### config.mk
export PLATFORM = sky130hd
export DESIGN_NAME = ook_frame_transmitter
export DESIGN_NICKNAME = d
export VERILOG_FILES = /design/src/rtl/ook_tx_pkg.sv /design/src/rtl/ook_frame_transmitter_burst.sv /design/src/rtl/ook_frame_transmitter.sv
export SDC_FILE = /design/constraint.sdc
export NUM_CORES = 1
export LEC_CHECK = 0
export BUFFER_PORTS_ARGS = -buffer_cell sky130_fd_sc_hd__buf_4
export CAP_MARGIN = 20
export CORE_ASPECT_RATIO = 1.25
export CORE_MARGIN = 1
export CORE_UTILIZATION = 45
export DETAILED_ROUTE_END_ITERATION = 10
export GPL_ROUTABILITY_DRIVEN = 0
export RECOVER_POWER = 100
export SLEW_MARGIN = 25
export SYNTH_ARGS = -nofsm -noshare
export SYNTH_HDL_FRONTEND = slang
export SYNTH_SLANG_ARGS = --single-unit
export TNS_END_PERCENT = 100
### constraint.sdc
create_clock -name clk -period 4.4 [get_ports clk]
set_input_delay 0.88 -clock clk [delete_from_list [all_inputs] [get_ports clk]]
set_output_delay 0.88 -clock clk [all_outputs]
set_load 0.05 [all_outputs]
### src/rtl/ook_tx_pkg.sv
// Shared state encoding, counter-width helper and parameter legality check
// for the OOK frame transmitter.
package ook_tx_pkg;

  localparam logic [1:0] ST_IDLE = 2'd0;
  localparam logic [1:0] ST_SYM  = 2'd1;
  localparam logic [1:0] ST_GAP  = 2'd2;
  localparam logic [1:0] ST_IFG  = 2'd3;

  // Bits needed for a counter running 0..n-1 (never narrower than 1 bit).
  function automatic int cnt_w(input int n);
    return (n <= 2) ? 1 : $clog2(n);
  endfunction

  function automatic bit params_ok(input int payload_w, input int preamble_w,
                                   input int sym_len, input int toggle_div,
                                   input int gap_len, input int ifg_len);
    return (payload_w >= 1) && (preamble_w >= 1) && (sym_len >= 2) &&
           (toggle_div >= 1) && (gap_len >= 0) && (ifg_len >= 0);
  endfunction

endpackage

### src/rtl/ook_frame_transmitter_burst.sv
// Square-wave burst generator: starts high on restart and inverts every
// TOGGLE_DIV enabled cycles.
module ook_burst_gen
  import ook_tx_pkg::*;
#(
  parameter int TOGGLE_DIV = 1
) (
  input  logic clk,
  input  logic rst_n,
  input  logic restart,
  input  logic en,
  output logic wave
);

  localparam int PH_W = cnt_w(TOGGLE_DIV);
  localparam logic [PH_W-1:0] PH_LAST = PH_W'(TOGGLE_DIV - 1);

  logic [PH_W-1:0] ph_q, ph_d, ph_cur;
  logic            tog_q, tog_d, tog_cur;

  // restart overrides the stored phase in the same cycle, so the first
  // symbol cycle is already high without a pipeline bubble.
  always_comb begin
    tog_cur = restart ? 1'b1 : tog_q;
    ph_cur  = restart ? '0 : ph_q;
    ph_d    = ph_q;
    tog_d   = tog_q;
    if (en) begin
      if (ph_cur == PH_LAST) begin
        ph_d  = '0;
        tog_d = ~tog_cur;
      end else begin
        ph_d  = ph_cur + PH_W'(1);
        tog_d = tog_cur;
      end
    end
  end

  assign wave = tog_cur;

  always_ff @(posedge clk or negedge rst_n) begin
    if (!rst_n) begin
      ph_q  <= '0;
      tog_q <= 1'b0;
    end else begin
      ph_q  <= ph_d;
      tog_q <= tog_d;
    end
  end

endmodule

### src/rtl/ook_frame_transmitter.sv
// On-off-keyed frame transmitter: serialises {PREAMBLE, payload} MSB first as
// burst/silence symbols with gaps, optional repeats and inter-frame gaps.
module ook_frame_transmitter
  import ook_tx_pkg::*;
#(
  parameter int                    PAYLOAD_W  = 32,
  parameter int                    PREAMBLE_W = 8,
  parameter logic [PREAMBLE_W-1:0] PREAMBLE   = 8'b1011_0001,
  parameter int                    SYM_LEN    = 32,
  parameter int                    TOGGLE_DIV = 1,
  parameter int                    GAP_LEN    = 8,
  parameter int                    IFG_LEN    = 64
) (
  input  logic                 clk,
  input  logic                 rst_n,
  input  logic                 mmcm_locked,
  input  logic                 start,
  input  logic                 stop,
  input  logic [PAYLOAD_W-1:0] payload,
  input  logic [7:0]           repeat_cnt,
  output logic                 sig_out,
  output logic                 busy,
  output logic                 done,
  output logic                 aborted,
  output logic [7:0]           frame_cnt
);

  localparam int FRAME_W = PREAMBLE_W + PAYLOAD_W;
  localparam int SYM_W   = cnt_w(SYM_LEN);
  localparam int GAP_W   = cnt_w(GAP_LEN);
  localparam int IFG_W   = cnt_w(IFG_LEN);
  localparam int CNT_W   = (SYM_W > GAP_W) ? ((SYM_W > IFG_W) ? SYM_W : IFG_W)
                                           : ((GAP_W > IFG_W) ? GAP_W : IFG_W);
  localparam int BIT_W   = cnt_w(FRAME_W);

  localparam logic [CNT_W-1:0] SYM_LAST = CNT_W'(SYM_LEN - 1);
  localparam logic [CNT_W-1:0] GAP_LAST = CNT_W'((GAP_LEN > 0) ? GAP_LEN - 1 : 0);
  localparam logic [CNT_W-1:0] IFG_LAST = CNT_W'((IFG_LEN > 0) ? IFG_LEN - 1 : 0);
  localparam logic [BIT_W-1:0] BIT_LAST = BIT_W'(FRAME_W - 1);

  generate
    if (!params_ok(PAYLOAD_W, PREAMBLE_W, SYM_LEN, TOGGLE_DIV, GAP_LEN, IFG_LEN)) begin : g_bad_params
      $error("ook_frame_transmitter: illegal parameter combination");
    end
  endgenerate

  logic [1:0]         state_q, state_d;
  logic [CNT_W-1:0]   cnt_q, cnt_d;
  logic [BIT_W-1:0]   bits_q, bits_d;
  logic [FRAME_W-1:0] shift_q, shift_d, frame_q, frame_d;
  logic [7:0]         budget_q, budget_d, fcnt_q, fcnt_d;
  logic               stop_pend_q, stop_pend_d;
  logic               sig_q, sig_d, done_q, done_d, aborted_q, aborted_d;
  logic               sym_end, wave;

  ook_burst_gen #(.TOGGLE_DIV(TOGGLE_DIV)) u_burst (
    .clk     (clk),
    .rst_n   (rst_n),
    .restart ((state_q == ST_SYM) && (cnt_q == '0)),
    .en      (state_q == ST_SYM),
    .wave    (wave)
  );

  always_comb begin
    state_d     = state_q;
    cnt_d       = cnt_q;
    bits_d      = bits_q;
    shift_d     = shift_q;
    frame_d     = frame_q;
    budget_d    = budget_q;
    fcnt_d      = fcnt_q;
    stop_pend_d = stop_pend_q;
    done_d      = 1'b0;
    aborted_d   = 1'b0;
    sym_end     = 1'b0;
    sig_d       = (state_q == ST_SYM) && shift_q[FRAME_W-1] && wave;
    if (state_q != ST_IDLE) stop_pend_d = stop_pend_q | stop;

    case (state_q)
      ST_IDLE: begin
        if (start && mmcm_locked) begin
          state_d     = ST_SYM;
          cnt_d       = '0;
          bits_d      = BIT_LAST;
          shift_d     = {PREAMBLE, payload};
          frame_d     = {PREAMBLE, payload};
          budget_d    = repeat_cnt;
          fcnt_d      = 8'd0;
          stop_pend_d = 1'b0;
        end
      end
      ST_SYM: begin
        if (cnt_q == SYM_LAST) begin
          cnt_d = '0;
          if (GAP_LEN > 0) state_d = ST_GAP;
          else             sym_end = 1'b1;
        end else begin
          cnt_d = cnt_q + CNT_W'(1);
        end
      end
      ST_GAP: begin
        if (cnt_q == GAP_LAST) begin
          cnt_d   = '0;
          sym_end = 1'b1;
        end else begin
          cnt_d = cnt_q + CNT_W'(1);
        end
      end
      default: begin
        if (cnt_q == IFG_LAST) begin
          cnt_d   = '0;
          state_d = ST_SYM;
        end else begin
          cnt_d = cnt_q + CNT_W'(1);
        end
      end
    endcase

    if (sym_end) begin
      if (bits_q != '0) begin
        shift_d = shift_q << 1;
        bits_d  = bits_q - BIT_W'(1);
        state_d = ST_SYM;
      end else begin
        // Frame boundary: a budget of 0 means run until stop.
        fcnt_d = fcnt_q + 8'd1;
        if (budget_q != 8'd0) budget_d = budget_q - 8'd1;
        if ((budget_q == 8'd1) || stop_pend_q || stop) begin
          state_d = ST_IDLE;
          done_d  = 1'b1;
        end else begin
          shift_d = frame_q;
          bits_d  = BIT_LAST;
          state_d = (IFG_LEN > 0) ? ST_IFG : ST_SYM;
        end
      end
    end

    if ((state_q != ST_IDLE) && !mmcm_locked) begin
      state_d   = ST_IDLE;
      cnt_d     = '0;
      fcnt_d    = fcnt_q;
      sig_d     = 1'b0;
      done_d    = 1'b0;
      aborted_d = 1'b1;
    end
  end

  always_ff @(posedge clk or negedge rst_n) begin
    if (!rst_n) begin
      state_q     <= ST_IDLE;
      cnt_q       <= '0;
      bits_q      <= '0;
      shift_q     <= '0;
      frame_q     <= '0;
      budget_q    <= 8'd0;
      fcnt_q      <= 8'd0;
      stop_pend_q <= 1'b0;
      sig_q       <= 1'b0;
      done_q      <= 1'b0;
      aborted_q   <= 1'b0;
    end else begin
      state_q     <= state_d;
      cnt_q       <= cnt_d;
      bits_q      <= bits_d;
      shift_q     <= shift_d;
      frame_q     <= frame_d;
      budget_q    <= budget_d;
      fcnt_q      <= fcnt_d;
      stop_pend_q <= stop_pend_d;
      sig_q       <= sig_d;
      done_q      <= done_d;
      aborted_q   <= aborted_d;
    end
  end

  assign sig_out   = sig_q;
  assign busy      = (state_q != ST_IDLE);
  assign done      = done_q;
  assign aborted   = aborted_q;
  assign frame_cnt = fcnt_q;

endmodule

Word level (Yosys, flattened, before mapping)
Index checks and enable logic that the tools add are counted.

word-level totals
  bits in registers = 109
  bits in latches = 0
  memories = 0
  logic and storage cells = 94
  memory bits (writable) = 0
  bits in read-only memories = 0

operators by class
  eq/ne operators = 10
  div/mod/pow operators = 0
  reduce and logical (&&, ||, !) cells = 16
  add/subtract/negate cells = 5
  shifts and indexed selects = 0
  muxes and demuxes = 48
  bitwise operators = 2
  $mul = 0
  order comparisons = 0

operator list
  cell                                                                count
  40-bit 2-to-1 mux                                                   5
  8-bit 2-to-1 mux                                                    9
  6-bit 2-to-1 mux                                                    10
  6-bit one-hot mux with 3 select lines                               1
  1-bit 2-to-1 mux                                                    15
  2-bit 2-to-1 mux                                                    7
  8-bit by 1-bit adder with 8-bit output, second input constant       1
  8-bit by 1-bit == test with 1-bit output, second input constant     1
  4-bit inequality test, second input constant                        2
  8-bit nonzero test                                                  1
  8-bit by 1-bit subtractor with 8-bit output, second input constant  1
  6-bit by 1-bit adder with 6-bit output, second input constant       1
  6-bit by 3-bit == test with 1-bit output, second input constant     1
  6-bit by 5-bit == test with 1-bit output, second input constant     1
  6-bit == test, second input constant                                1
  6-bit logical NOT                                                   1
  3-bit inequality test, second input constant                        2
  2-bit one-hot mux with 3 select lines                               1
  6-bit nonzero test                                                  1
  6-bit by 1-bit subtractor with 6-bit output, second input constant  1
  1-bit logical AND                                                   5
  5-bit nonzero test                                                  1
  4-bit AND reduction                                                 1
  2-bit by 1-bit == test with 1-bit output, second input constant     1
  other kinds (9)                                                     10

Logic depth before layout (Yosys ltp)
  depth after elaboration = 7
  depth in mapped cells = 8

By module
A second synthesis with hierarchy kept.

second synthesis, totals
  cell total of the unflattened synthesis = 499
  area total of the unflattened synthesis = 5297.6 um^2

by module, submodules not included
  module                 area an instance (um^2)  instances  sequential area each (um^2)  cells each
  ook_frame_transmitter  5246.3                   1          2677.6                       495
  ook_burst_gen          51.3                     1          25.0                         4

Worst setup path after synthesis
No wires, ideal clock.

  path type = input -> register
  from = in mmcm_locked
  to = reg shift_q[30]
  arrival = 1.978 ns
  stages on the path = 5
  setup slack = 2.296 ns
  cell sequence = clkbuf_1 -> nand2_1 -> nor2_1 -> o22ai_1 -> a221o_1

on the way
  word-level cells in the longest chain between the ends = 6

RTL lines
  what                    line                          RTL
  start: declaration      ook_frame_transmitter.sv:16   input logic mmcm_locked,
  1-bit logical AND *     ook_frame_transmitter.sv:81   if (start && mmcm_locked) begin
  40-bit 2-to-1 mux *     ook_frame_transmitter.sv:81
  40-bit 2-to-1 mux *     ook_frame_transmitter.sv:79   case (state_q)
  40-bit 2-to-1 mux       ook_frame_transmitter.sv:128  if ((budget_q == 8'd1) || stop_pend_q || stop) begin
  40-bit 2-to-1 mux       ook_frame_transmitter.sv:120  if (bits_q != '0) begin
  40-bit 2-to-1 mux *     ook_frame_transmitter.sv:119  if (sym_end) begin
  via shift_d[30]         ook_frame_transmitter.sv:50   logic [FRAME_W-1:0] shift_q, shift_d, frame_q, frame_d;
  end signal: assignment  ook_frame_transmitter.sv:166  shift_q <= shift_d;
  end: declaration        ook_frame_transmitter.sv:50

Mark *: on every way through the listed nets, which the timed path passes. The rest lies on a longest branch.
A chain may end at the register's enable or synchronous reset.

Worst setup path in the final report
  from = in mmcm_locked
  to = reg bits_q[1]

on the way
  word-level cells in the longest chain between the ends = 6

RTL lines
  what                    line                          RTL
  1-bit logical AND *     ook_frame_transmitter.sv:81
  6-bit 2-to-1 mux *      ook_frame_transmitter.sv:81
  6-bit 2-to-1 mux *      ook_frame_transmitter.sv:79
  6-bit 2-to-1 mux        ook_frame_transmitter.sv:128
  6-bit 2-to-1 mux        ook_frame_transmitter.sv:120
  6-bit 2-to-1 mux *      ook_frame_transmitter.sv:119
  via bits_d[1]           ook_frame_transmitter.sv:49   logic [BIT_W-1:0] bits_q, bits_d;
  end signal: assignment  ook_frame_transmitter.sv:165  bits_q <= bits_d;
  end: declaration        ook_frame_transmitter.sv:49

Marks and branches as above.

==> out/results.tsv <==
metric	value	unit
clkLatencyLatePin	0.36	ns
setup_violations	0	
ys_ff_latch	108	
cts_hold_buf	0	
slew_violations	64	
fin_crit_sh	73.7	%
worst_pin_slew	1.58	ns
grt_max_degree	76	
finalPower	2.90	mW
hold_violations	0	
area_growth	13.4	%
crit_type	in2reg	
remaining_drc_errors	0	
power_density	469	nW/µm²
cts_sinks	108	
slew_headroom	-5.33	%
crit_arrival	3.42	ns
antenna_found_initial	0	
switching_share	31.2	%
pre_cts_ws	1.10	ns
whs_path_depth	1	
grt_pass1_wl	22000	µm
status	complete, but fails checks	
cts_setup_buffers	0	
fmax	309	MHz
die_w	100	µm
die_y	125	µm
r2r_cells	5	
p_comb_share	21.5	%
io_buffers	56	
netlist_area	5450	µm²
rrSetupSlack	1.16	ns
worstHoldPathType	reg2reg	
p_leak	2.84	nW
synthAdderAreaFrac	1.84	%
synthTopCellsByArea	dfrtp_1, nand2_1, mux2i_1, nand3_1, o211ai_1	
drt-total-wl	13000	µm
synthSimpleGateAreaFrac	21.1	%
cp.required	4.57	ns
clkPwrFrac	29.0	%
synth_area_per_cell	9.60	µm²
synthCells	568	
fin_nets	658	
ios	57	
async_flop_share	100	%
start_util	46.5	%
hold_ws	0.477	ns
wl_per_cell	16.8	µm
synth_top_area_cell	dfrtp_1	
diodes	0	
cp_max_fo	75	
layout-drive-gt1-share	12.6	%
timing.final.ws_setup	1.16	ns
fin_crit	3.24	ns
yosysWarningCount	0	
ir_worst_vdd	0.179	mV
cts_resized	0	
synth-edff-count	0	
yosysSeqAreaShare	49.6	%
grt_use_total	22.1	%
hold_end	frame_q[32]	
num_vias	4423	
dpl.cell_count	755	
clkTransAtPathRegs	0.07	ns
p_int	1.99	mW
grt-ovfl-total	0	
power_frac_seq	49.5	%
p_sw	903	µW
htree_levels	3	
grt_pass1_vias	4531	
synth_xor_area_share	0.161	%
fin_worst_skew	0.0115	ns
drtAntennaViolNets	0	
rr_startpoint	cnt_q[3]	
drv_cap	1	
dpl.hpwl	8100	µm
failed_checks	capacitance limit, slew limit	
synth_top_area_share	49.6	%
synth_top_family_by_area	simple AND/OR/NAND/NOR gates	
setup_tns	0	ns
synth_fp_nets	621	
core_area	11700	µm²
crit_path_end_kind	flop	
fp-row-count	44	
r2r-end	shift_q[30]	
hold_path.startpoint	frame_q[32]	
first_pass_iters	4	
start_kind	input port	
synth_compound_area_share	15.2	%
drtIter0Drc	197	
yosysUniqueCellTypes	57	
clock_path_buffers	2	
synthMuxAreaShare	6.82	%
synth_ff_type	dfrtp_1	
instances_no_fill	771	
cts-buffers-inserted	9	
cts_tree	yes	
rsz0062_at_grt	no	
post_drt_via_cell_ratio	5.74	
clockRootBuffer	clkbuf_16	
die_area	12600	µm²
[cell families after synthesis]
kind of cell / after synthesis
xor+xnor: 1
simple gates: 247
compound gates: 109
mux: 37
fa+ha+maj: 8
buf+inv: 58
flops: 108
[routing by layer]
metal	share of wire [%]	track usage, %	vias to the layer above
met3	3.1	2.63	16
met5	0	0	-
li1	-	-	2112
met4	1.7	8.18	0
met2	50	38.1	85
met1	45	28.4	2210
[metrics by stage]
step / cell area (µm²) / util (%)
floorplan: 5450 / -
finish: 6180 / 52.7
detailed placement: 5950 / 50.7
CTS: 6250 / 53.3
global route: 6180 / 52.7
global placement: 5950 / 50.7
[placed cells by master, fill, tap and decap left out, drive strengths merged, types with 3 or more instances in the layout]
master and n:
nand2 115, dfrtp 108, nand3 70, buf 48
o211ai 39, mux2i 36, clkbuf 29, nor2 21
inv 19, o21ai 10, nor3 9, a31oi 8
a221oi 8, and3 8, ha 8, o22ai 6
a21oi 6, nand4 5, a22o 4, a31o 4
nor2b 3, o21a 3, a221o 3, or3 3
and2 3
[Yosys cell counts, drive strengths merged (2+ instances only)]
master	instances
a211oi	2
a21o	2
a21oi	6
a221o	3
a221oi	8
a22o	4
a31o	4
a31oi	8
a32o	2
and2	3
and3	8
buf	30
clkbuf	9
dfrtp	108
ha	8
inv	19
mux2i	36
nand2	115
nand2b	2
nand3	70
nand4	5
nor2	21
nor2b	3
nor3	9
o211ai	39
o21a	3
o21ai	10
o22ai	6
o2bb2ai	2
o31ai	2
or3	3
[layout make-up]
class	count	area [µm²]
Clock buffer	12	256
Sequential cell	108	2700
Inverter	19	71.3
Clock inverter	4	47.5
Fill cell	1123	5550
Tap cell	161	201
Timing Repair Buffer	65	427
Multi-Input combinational cell	402	2470
[power by group through the flow]
stage | registers [mW] | clock network (mW) | logic (mW)
6_report | 1.43 | 0.839 | 0.623
5_1_grt | 1.47 | 0.882 | 0.713
4_1_cts | 1.43 | 0.852 | 0.638
3_5_place_dp | 1.45 | 0 | 0.635
3_3_place_gp | 1.44 | 0 | 0.617
2_1_floorplan | 1.40 | 0 | 0.467
[worst max path at each step]
stage | to | slack (ns) | cells past startpoint | startpoint
detailed placement | shift_q[30] | 1.10 | 6 | mmcm_locked
global route | bits_q[4] | 0.85 | 2 | rst_n
global placement | shift_q[31] | 1.15 | 6 | mmcm_locked
floorplan | shift_q[30] | 2.30 | 5 | mmcm_locked
CTS | bits_q[1] | 1.48 | 6 | mmcm_locked
finish | bits_q[1] | 1.16 | 6 | mmcm_locked
[registers in the layout, indices dropped and copies added (netlist names)]
| name | flops |
|---|---|
| stop_pend_q | 1 |
| state_q | 2 |
| done | 1 |
| shift_q | 40 |
| u_burst.tog_q | 1 |
| cnt_q | 6 |
| frame_q | 33 |
| sig_out | 1 |
| bits_q | 6 |
| budget_q | 8 |
| frame_cnt | 8 |
| aborted | 1 |
[critical path, cell delays in order]
cell and delay [ns]:
clkbuf_1 0.38, nand4bb_4 0.23, buf_4 0.77, nand3_1 0.16
o22ai_1 0.78, a22oi_1 0.16
Note: power is estimated with default switching activity, not from simulation.
